===== config.mk =====
export PLATFORM = sky130hd
export DESIGN_NAME = program_loader
export DESIGN_NICKNAME = d
export VERILOG_FILES = /design/src/rtl/program_loader_pkg.sv /design/src/rtl/program_loader_sync_fifo.sv /design/src/rtl/program_loader.sv
export SDC_FILE = /design/constraint.sdc
export NUM_CORES = 1
export LEC_CHECK = 0
export CORE_MARGIN = 2
export CORE_UTILIZATION = 44
export DETAILED_ROUTE_END_ITERATION = 12
export HOLD_SLACK_MARGIN = 0.06
export PLACE_DENSITY = 0.65
export RECOVER_POWER = 50
export SLEW_MARGIN = 5
export SYNTH_ARGS = -nofsm -noshare
export SYNTH_HDL_FRONTEND = slang
export SYNTH_SLANG_ARGS = --single-unit

===== constraint.sdc =====
create_clock -name clk -period 17.1 [get_ports clk]
set_clock_uncertainty 0.2 [all_clocks]
set_input_delay 1.71 -clock clk [delete_from_list [all_inputs] [get_ports clk]]
set_output_delay 1.71 -clock clk [all_outputs]
set_load 0.02 [all_outputs]

===== src/rtl/program_loader_pkg.sv =====
// program_loader_pkg: loader FSM state encodings shared by the program loader slice.
package program_loader_pkg;
  localparam int LOADER_STATE_WIDTH = 2;
  typedef enum logic [LOADER_STATE_WIDTH-1:0] {
    LOADER_IDLE  = 2'd0,
    LOADER_LOAD  = 2'd1,
    LOADER_DRAIN = 2'd2,
    LOADER_DONE  = 2'd3
  } loader_state_e;
endpackage


===== src/rtl/program_loader_sync_fifo.sv =====
// sync_fifo: first-word-fall-through FIFO with full/empty flags and occupancy count.
module sync_fifo #(
  parameter int WIDTH     = 8,
  parameter int DEPTH     = 4,
  parameter int PTR_WIDTH = 2
) (
  input  logic                 clk,
  input  logic                 rst_n,
  input  logic                 push,
  input  logic                 pop,
  input  logic [WIDTH-1:0]     wdata,
  output logic [WIDTH-1:0]     rdata,
  output logic                 full,
  output logic                 empty,
  output logic [PTR_WIDTH:0]   count
);
  logic [WIDTH-1:0] mem [DEPTH];
  logic [PTR_WIDTH-1:0] wr_ptr, rd_ptr;
  assign rdata = mem[rd_ptr];
  assign full  = count == (PTR_WIDTH+1)'(DEPTH);
  assign empty = count == '0;
  always_ff @(posedge clk)
    if (push) mem[wr_ptr] <= wdata;
  always_ff @(posedge clk) begin
    if (!rst_n) begin
      wr_ptr <= '0;
      rd_ptr <= '0;
      count  <= '0;
    end else begin
      wr_ptr <= wr_ptr + PTR_WIDTH'(push);
      rd_ptr <= rd_ptr + PTR_WIDTH'(pop);
      count  <= count + (PTR_WIDTH+1)'(push) - (PTR_WIDTH+1)'(pop);
    end
  end
endmodule


===== src/rtl/program_loader.sv =====
// program_loader: buffers UART debug word writes and steers them to imem/dmem while holding the CPU.
// Optional PROGRAM_LOADER_REGION_GUARD_EN rejects out-of-range data-region addresses.
module program_loader
  import program_loader_pkg::*;
#(
  parameter int ISA_WIDTH      = 32,
  parameter int ADDR_WIDTH     = 15,
  parameter int FIFO_DEPTH     = 4,
  parameter int FIFO_PTR_WIDTH = 2
) (
  input  logic                  clk,
  input  logic                  rst_n,
  input  logic [ADDR_WIDTH-1:0] uart_addr,
  input  logic [ISA_WIDTH-1:0]  uart_data,
  input  logic                  uart_write_enable,
  input  logic                  uart_complete,
  input  logic                  mem_ready,
  output logic [ADDR_WIDTH-2:0] mem_addr,
  output logic [ISA_WIDTH-1:0]  mem_data,
  output logic                  imem_we,
  output logic                  dmem_we,
  output logic                  cpu_hold,
  output logic                  load_done,
  output logic [ADDR_WIDTH-1:0] word_count,
  output logic [ISA_WIDTH-1:0]  checksum,
  output logic                  overflow_err
);
  localparam int EW = ADDR_WIDTH + ISA_WIDTH;
  loader_state_e state, state_next;
  logic [EW-1:0] head;
  logic full, empty, push, pop, drop, rej, start, drained;
  logic [FIFO_PTR_WIDTH:0] count;
  logic [ADDR_WIDTH-2:0] last_addr;
  logic [ISA_WIDTH-1:0] last_data;
  logic [ADDR_WIDTH-1:0] wc_base;
`ifdef PROGRAM_LOADER_REGION_GUARD_EN
  assign drop = uart_addr[ADDR_WIDTH-1] & uart_addr[ADDR_WIDTH-2];
`else
  assign drop = 1'b0;
`endif
  assign pop     = !empty & mem_ready;
  assign push    = uart_write_enable & !drop & (!full | pop);
  assign rej     = uart_write_enable & (drop | (full & !pop));
  assign start   = state == LOADER_IDLE & (uart_write_enable | uart_complete);
  assign drained = !push & (empty | (pop & count == (FIFO_PTR_WIDTH+1)'(1)));
  assign wc_base = start ? '0 : word_count;
  assign imem_we  = !empty & !head[EW-1];
  assign dmem_we  = !empty & head[EW-1];
  assign mem_addr = empty ? last_addr : head[EW-2:ISA_WIDTH];
  assign mem_data = empty ? last_data : head[ISA_WIDTH-1:0];
  sync_fifo #(.WIDTH(EW), .DEPTH(FIFO_DEPTH), .PTR_WIDTH(FIFO_PTR_WIDTH)) u_fifo (
    .clk(clk), .rst_n(rst_n), .push(push), .pop(pop),
    .wdata({uart_addr, uart_data}), .rdata(head),
    .full(full), .empty(empty), .count(count)
  );
  always_comb begin
    state_next = state;
    case (state)
      LOADER_IDLE:  state_next = uart_write_enable ? (uart_complete ? LOADER_DRAIN : LOADER_LOAD)
                               : uart_complete ? LOADER_DONE : LOADER_IDLE;
      LOADER_LOAD:  state_next = uart_complete ? LOADER_DRAIN : LOADER_LOAD;
      LOADER_DRAIN: state_next = drained ? LOADER_DONE : LOADER_DRAIN;
      LOADER_DONE:  state_next = uart_write_enable ? (uart_complete ? LOADER_DRAIN : LOADER_LOAD)
                               : LOADER_IDLE;
      default:      state_next = LOADER_IDLE;
    endcase
  end
  // An empty program pulses load_done without ever stalling the CPU.
  always_ff @(posedge clk) begin
    if (!rst_n) begin
      state        <= LOADER_IDLE;
      cpu_hold     <= 1'b0;
      load_done    <= 1'b0;
      word_count   <= '0;
      checksum     <= '0;
      overflow_err <= 1'b0;
      last_addr    <= '0;
      last_data    <= '0;
    end else begin
      state        <= state_next;
      cpu_hold     <= state_next != LOADER_IDLE && !(state == LOADER_IDLE && state_next == LOADER_DONE);
      load_done    <= state_next == LOADER_DONE;
      word_count   <= push && !(&wc_base) ? wc_base + ADDR_WIDTH'(1) : wc_base;
      checksum     <= (start ? '0 : checksum) + (push ? uart_data : '0);
      overflow_err <= (!start & overflow_err) | rej;
      last_addr    <= mem_addr;
      last_data    <= mem_data;
    end
  end
endmodule


Yosys cells after proc, flatten, opt, wreduce, memory -nomap -nowiden
Memory sizes are Yosys's and may differ from the RTL's. A register that Yosys moved wholly into a read port is not among the register bits.
Index checks and enable logic that the tools add are counted.
- latch bits: 0
- memories: 1
- flip-flop bits (word level): 105
- logic and storage cells: 68
- output and inout bits: 98
- input bits: 52
- bits in writable memories: 188
- bits in read-only memories: 0
- memory list (memory ; depth ; width ; read ports ; clocked after memory_dff ; write ports ; RTL line ; RTL):
    u_fifo.mem ; 4 ; 47 ; 1 ; 1 ; 1 ; program_loader_sync_fifo.sv:17 ; logic [WIDTH-1:0] mem [DEPTH];
- mux-type cells: 15
- equality and inequality tests: 6
- div/mod/pow operators: 0
- bitwise logic cells: 14
- reductions and logical operators: 15
- add/subtract/negate cells: 6
- multiply operators: 0
- order comparisons: 0
- shift operators: 0
- operators with widths (operator ; count):
    32-bit two-way mux ; 3
    32-bit adder ; 1
    15-bit two-way mux ; 2
    15-bit by 1-bit adder with 15-bit output (second input constant) ; 1
    15-bit AND reduction ; 1
    14-bit two-way mux ; 1
    1-bit AND ; 10
    2-bit two-way mux ; 5
    1-bit zero test ; 8
    2-bit one-hot mux with 4 select lines ; 1
    2-bit equality test (second input constant) ; 3
    2-bit by 1-bit adder with 2-bit output ; 2
    1-bit OR ; 4
    3-bit by 1-bit adder with 3-bit output ; 1
    3-bit by 1-bit equality test with 1-bit output (second input constant) ; 1
    3-bit equality test (second input constant) ; 1
    1-bit logical AND ; 3
    3-bit zero test ; 1
    1-bit two-way mux ; 3
    3-bit by 1-bit subtractor with 3-bit output ; 1
    2-bit by 1-bit equality test with 1-bit output (second input constant) ; 1
    2-bit zero test ; 1
    2-bit nonzero test ; 1

Depth between registers and ports, before layout
- depth after elaboration: 13
- gate-level depth with buffers: 16
- depth with buffers taken out: 13

Hierarchy
A second synthesis with hierarchy kept.
- cells, all modules: 916
- area total of the unflattened synthesis: 12868.6 um^2
- modules (own cells, without submodules) (module ; times used ; cells each ; seq. area each (um^2) ; area an instance (um^2)):
    sync_fifo ; 1 ; 278 ; 5785.5 ; 7138.1
    program_loader ; 1 ; 638 ; 1961.9 ; 5730.5

Least setup slack after synthesis
Ideal clock, no wire load.
- path type: input port to flip-flop
- start point: input port uart_write_enable
- end point: memory u_fifo.mem[0][0] (netlist name) (enable)
- path buffers: 0
- arrival: 6.303 ns
- slack: 10.028 ns
- cell stages on the path: 2
- setup time: 0.568 ns
- cells stage by stage: inv_1 > nor4_1
- cells in the longest elaborated chain, start to end: 3
- RTL lines (item ; RTL line ; RTL):
    from (decl) ; program_loader.sv:15 ; input logic uart_write_enable,
    1-bit AND ; program_loader.sv:42 ; assign push = uart_write_enable & !drop & (!full | pop);
    1-bit two-way mux ; program_loader_sync_fifo.sv:23 ; if (push) mem[wr_ptr] <= wdata;
    1-bit two-way mux (not written as such) ; program_loader_sync_fifo.sv:23 ;
    to (decl) ; program_loader_sync_fifo.sv:17 ;
Every way passes these cells.

Worst setup path in the final report
- start point: input port uart_write_enable
- end point: register checksum[31]
- cells in the longest elaborated chain, start to end: 4
- RTL lines (item ; RTL line ; RTL):
    1-bit OR ; program_loader.sv:44 ; assign start = state == LOADER_IDLE & (uart_write_enable | uart_complete);
    1-bit AND ; program_loader.sv:44 ;
    32-bit two-way mux ; program_loader.sv:84 ; checksum <= (start ? '0 : checksum) + (push ? uart_data : '0);
    32-bit adder (*) ; program_loader.sv:84 ;
    to (signal assigned) ; program_loader.sv:84 ;
    to (decl) ; program_loader.sv:25 ; output logic [ISA_WIDTH-1:0] checksum,
Every way passes the cells marked *; elsewhere a longest branch is shown, timed or not.
A chain may end at the register's enable or synchronous reset.

==> metrics.txt <==
slew margin rel.=-1.92; Max clock buf depth=3; f_max=between 150 and 200 MHz; Synth area leaders=edfxtp_1 (44%), dfxtp_1 (17%), mux4_2 (8.3%); cell-internal power=1.64 mW; clk_lat worst skew=between 0.5 and 0.6 ns; Register-to-Register Path Depth=12; Netlist cell types=53; Final Hold Viols=0; syn nets=about 1000; sw frac=0.300; Yosys top cell area share=0.443; Post-synth EDFFs=about 190; Tightest Pin Transition=between 4 and 5 ns; FF+latch count, synth=slightly below 300; Critical Path RT=between 15 and 20 ns; Max FO, Critical Path=41; Die ar.=about 0.03 mm^2; Setup CP Type=in -> reg; CTS tree=yes; Synth area leader=edfxtp_1; FILL cells=around 2400; Die Y-Extent=roughly 170 um; ANT cells=0; Post-Syn Instances=between 900 and 1000; failing checks=max-capacitance violations, max-slew violations; # setup viols final=0; DRC=0; wire length of the first global-routing pass=43500 um; Startpoint Class=input port; vias per cell=around 5.2; RR Endpoint=checksum[31]; root buf cell=clkbuf_16; initial antenna violation count=0; async set or reset register ratio after synthesis=0; FF-to-FF setup slack=12.53 ns; PwrDens=~150 mW/mm^2; DR WL/cell=19.0 um; largest net degree at the start of global routing=107; worst flop-to-flop path startpoint=u_fifo.count[1]; post-cts sizing count=0; Pre-antenna DRT Iters=4; mean cell area of the mapped netlist=around 14 um^2; VDD IR max=roughly 0.000079 V; Post-CTS Setup Bufs=0; clock network power share=0.281; max-slew violation count=just under 200; top_reg_cell synth=edfxtp_1; initial DRC count=around 370; global route total overflow=0; total negative setup slack=0 ns; Power Total=2.34 mW; cts hold-fix bufs=0; Initial Util=0.445; Synth Warn #=0; DR vias=~7700; CTS Sinks=293; vias in the first global route=between 7000 and 8000; Reg power frac=0.381; hpwl dp=between 15000 and 20000 um; hold path cells=2; CP most frequent cell=o211ai_1; DIE WIDTH=between 150 and 200 um; combinational share of power=0.338; Worst Path Arrival=~6.1 ns; H-tree levels=1; sequential share of the synthesized area=0.608; Layout area overhead=22.4%; remaining antenna violation count=0; CP Cell Sequence=dlygate4sd3_1 -> inv_1 -> nor2_2 -> clkbuf_1 -> and2_1 -> ha_1 -> a211oi_1 -> o211ai_1 -> a221oi_2 -> o41a_2 -> a31o_2 -> nand3_1 -> o211ai_1; hold wc startpoint=word_count[14]; Crit. End Element=register; hold crit path type=reg -> reg; fraction of layout cells with a size suffix above 1=0.152; Top Ports=150; CP peak stage delay=around 1.2 ns; count of nets after finishing=1151; Worst-path clk slew=0.06 ns; CORE AREA=between 0.02 and 0.03 mm^2; status=finished with violations; WL final=around 28000 um; GRT Overall Usage=0.183; minimum clock period=5.87 ns; Num CTS Buffers=30; number of core rows=62; unrepaired setup endpoints after global routing=no; final worst path period share=0.343; Post-Syn Area=~0.013 mm^2; Slowest cell on crit path=clkbuf_1; port bufs=roughly 150; Hold EP=word_count[14]; Final Util=0.545; Leak=5.62 nW; # Max-Cap Violations=3; GP Congestion=roughly 0.82; Psw=702 uW
[through the flow]
step	setup WS (ns)	hold slack [ns]	area, um^2	instances
6_report	11.23	0.318	15600	1466
3_3_place_gp	11.32	0.292	14600	1410
3_5_place_dp	11.24	0.304	14600	1410
2_1_floorplan	10.03	0.369	12700	913
5_1_grt	10.82	0.365	15600	1466
4_1_cts	11.80	0.318	15600	1466
[worst max-delay path by stage]
stage                                  from          endpoint  slack (ns)  depth (start not counted)
after global placement    uart_write_enable      checksum[26]       11.32                         14
after CTS                  u_fifo.rd_ptr[0]      mem_data[31]       11.80                          4
after global routing      uart_write_enable      checksum[31]       10.82                         13
final                     uart_write_enable      checksum[31]       11.23                         13
after detailed placement  uart_write_enable      checksum[30]       11.24                         14
after floorplan           uart_write_enable  u_fifo.mem[0][0]       10.03                          2
[cells in the mapped netlist (3+ instances only)]
cell type  instances
dfxtp_1          105
o21bai_1           4
nand2_1           46
o21ai_0           20
ha_1              39
o211ai_1           6
nand3_1           17
a211oi_1           3
a21o_1             8
o21ai_1            5
xnor2_1           22
nor2_1            21
mux2i_1            4
nor2b_1            9
mux4_2            47
buf_6              3
a21oi_1           36
and2_1           148
nand4_1            7
inv_1             11
and4_1             3
buf_2              6
nor3_1             3
a41oi_1            3
nand2b_1           3
or3_1              3
and3_1             9
clkbuf_1          36
edfxtp_1         188
mux2_2            46
xor2_1            17
a31oi_1            8
[sequential cells by signal, indices dropped and copies added (netlist names)]
register,cells
checksum,32
cpu_hold,1
last_addr,14
last_data,32
load_done,1
overflow_err,1
state,2
u_fifo.count,3
u_fifo.mem,188
u_fifo.rd_ptr,2
u_fifo.wr_ptr,2
word_count,15
[kinds of logic (layout without fill, tap and decap cells)]
group                    Yosys count  count (layout)  share of synthesized area
AO/OA/AOI/OAI                    107             107                     0.0527
XOR/XNOR                          39              39                     0.0268
adder cells (fa/ha/maj)           41              41                     0.0415
buffers and inverters             57             226                     0.0192
flip-flops                       293             293                      0.608
multiplexers                      97              97                      0.127
AND/OR/NAND/NOR                  279             279                      0.125
[worst max-delay path, delay by kind of cell]
family,cells,cell delay [ns]
buffers and inverters,3,1.89
AO/OA/AOI/OAI,6,1.71
AND/OR/NAND/NOR,3,0.53
adder cells (fa/ha/maj),1,0.26
[power by group through the flow]
stage	Sequential (mW)	Combinational (mW)	Clock, mW
after global placement	0.905	0.801	0
after CTS	0.893	0.812	0.675
final	0.892	0.792	0.658
after detailed placement	0.907	0.809	0
after global routing	0.903	0.854	0.700
after floorplan	0.905	0.500	0
[layout make-up]
type	count	area, um^2	share of cell area
multi-input combinational	563	4760	0.305
sequential	293	7750	0.497
inverter	11	41.3	0.00265
tap	384	480	0.0308
clock inverter	19	188	0.0120
timing repair buffer	159	1550	0.0994
clock buffer	37	827	0.0530
[cell usage in the layout, fill, tap and decap left out, types with 13 or more instances in the layout]
cell             synthesis  final
dfxtp_1                105    103
a21oi_1                 36     36
xnor2_1                 22     22
dlygate4sd3_1            0     52
mux4_2                  47     47
edfxtp_1               188    188
and2_1                 148    135
nor2_1                  21     20
o21ai_0                 20     20
clkdlybuf4s50_1          0     96
clkbuf_16                0     30
and2_0                   0     13
ha_1                    39     39
mux2_2                  46     46
nand2_1                 46     46
nand3_1                 17     17
xor2_1                  17     17
[metal layers]
layer / share of wire / vias to the layer above / routed length (um) / track usage
met4: 0.017 / 0 / 481 / 0.0392
li1: - / 3662 / - / -
met5: 0 / - / 0 / 0
met3: 0.046 / 35 / 1290 / 0.0339
met1: 0.44 / 3782 / 12400 / 0.236
met2: 0.49 / 175 / 13800 / 0.322
Power figures use the tool's default switching activity.
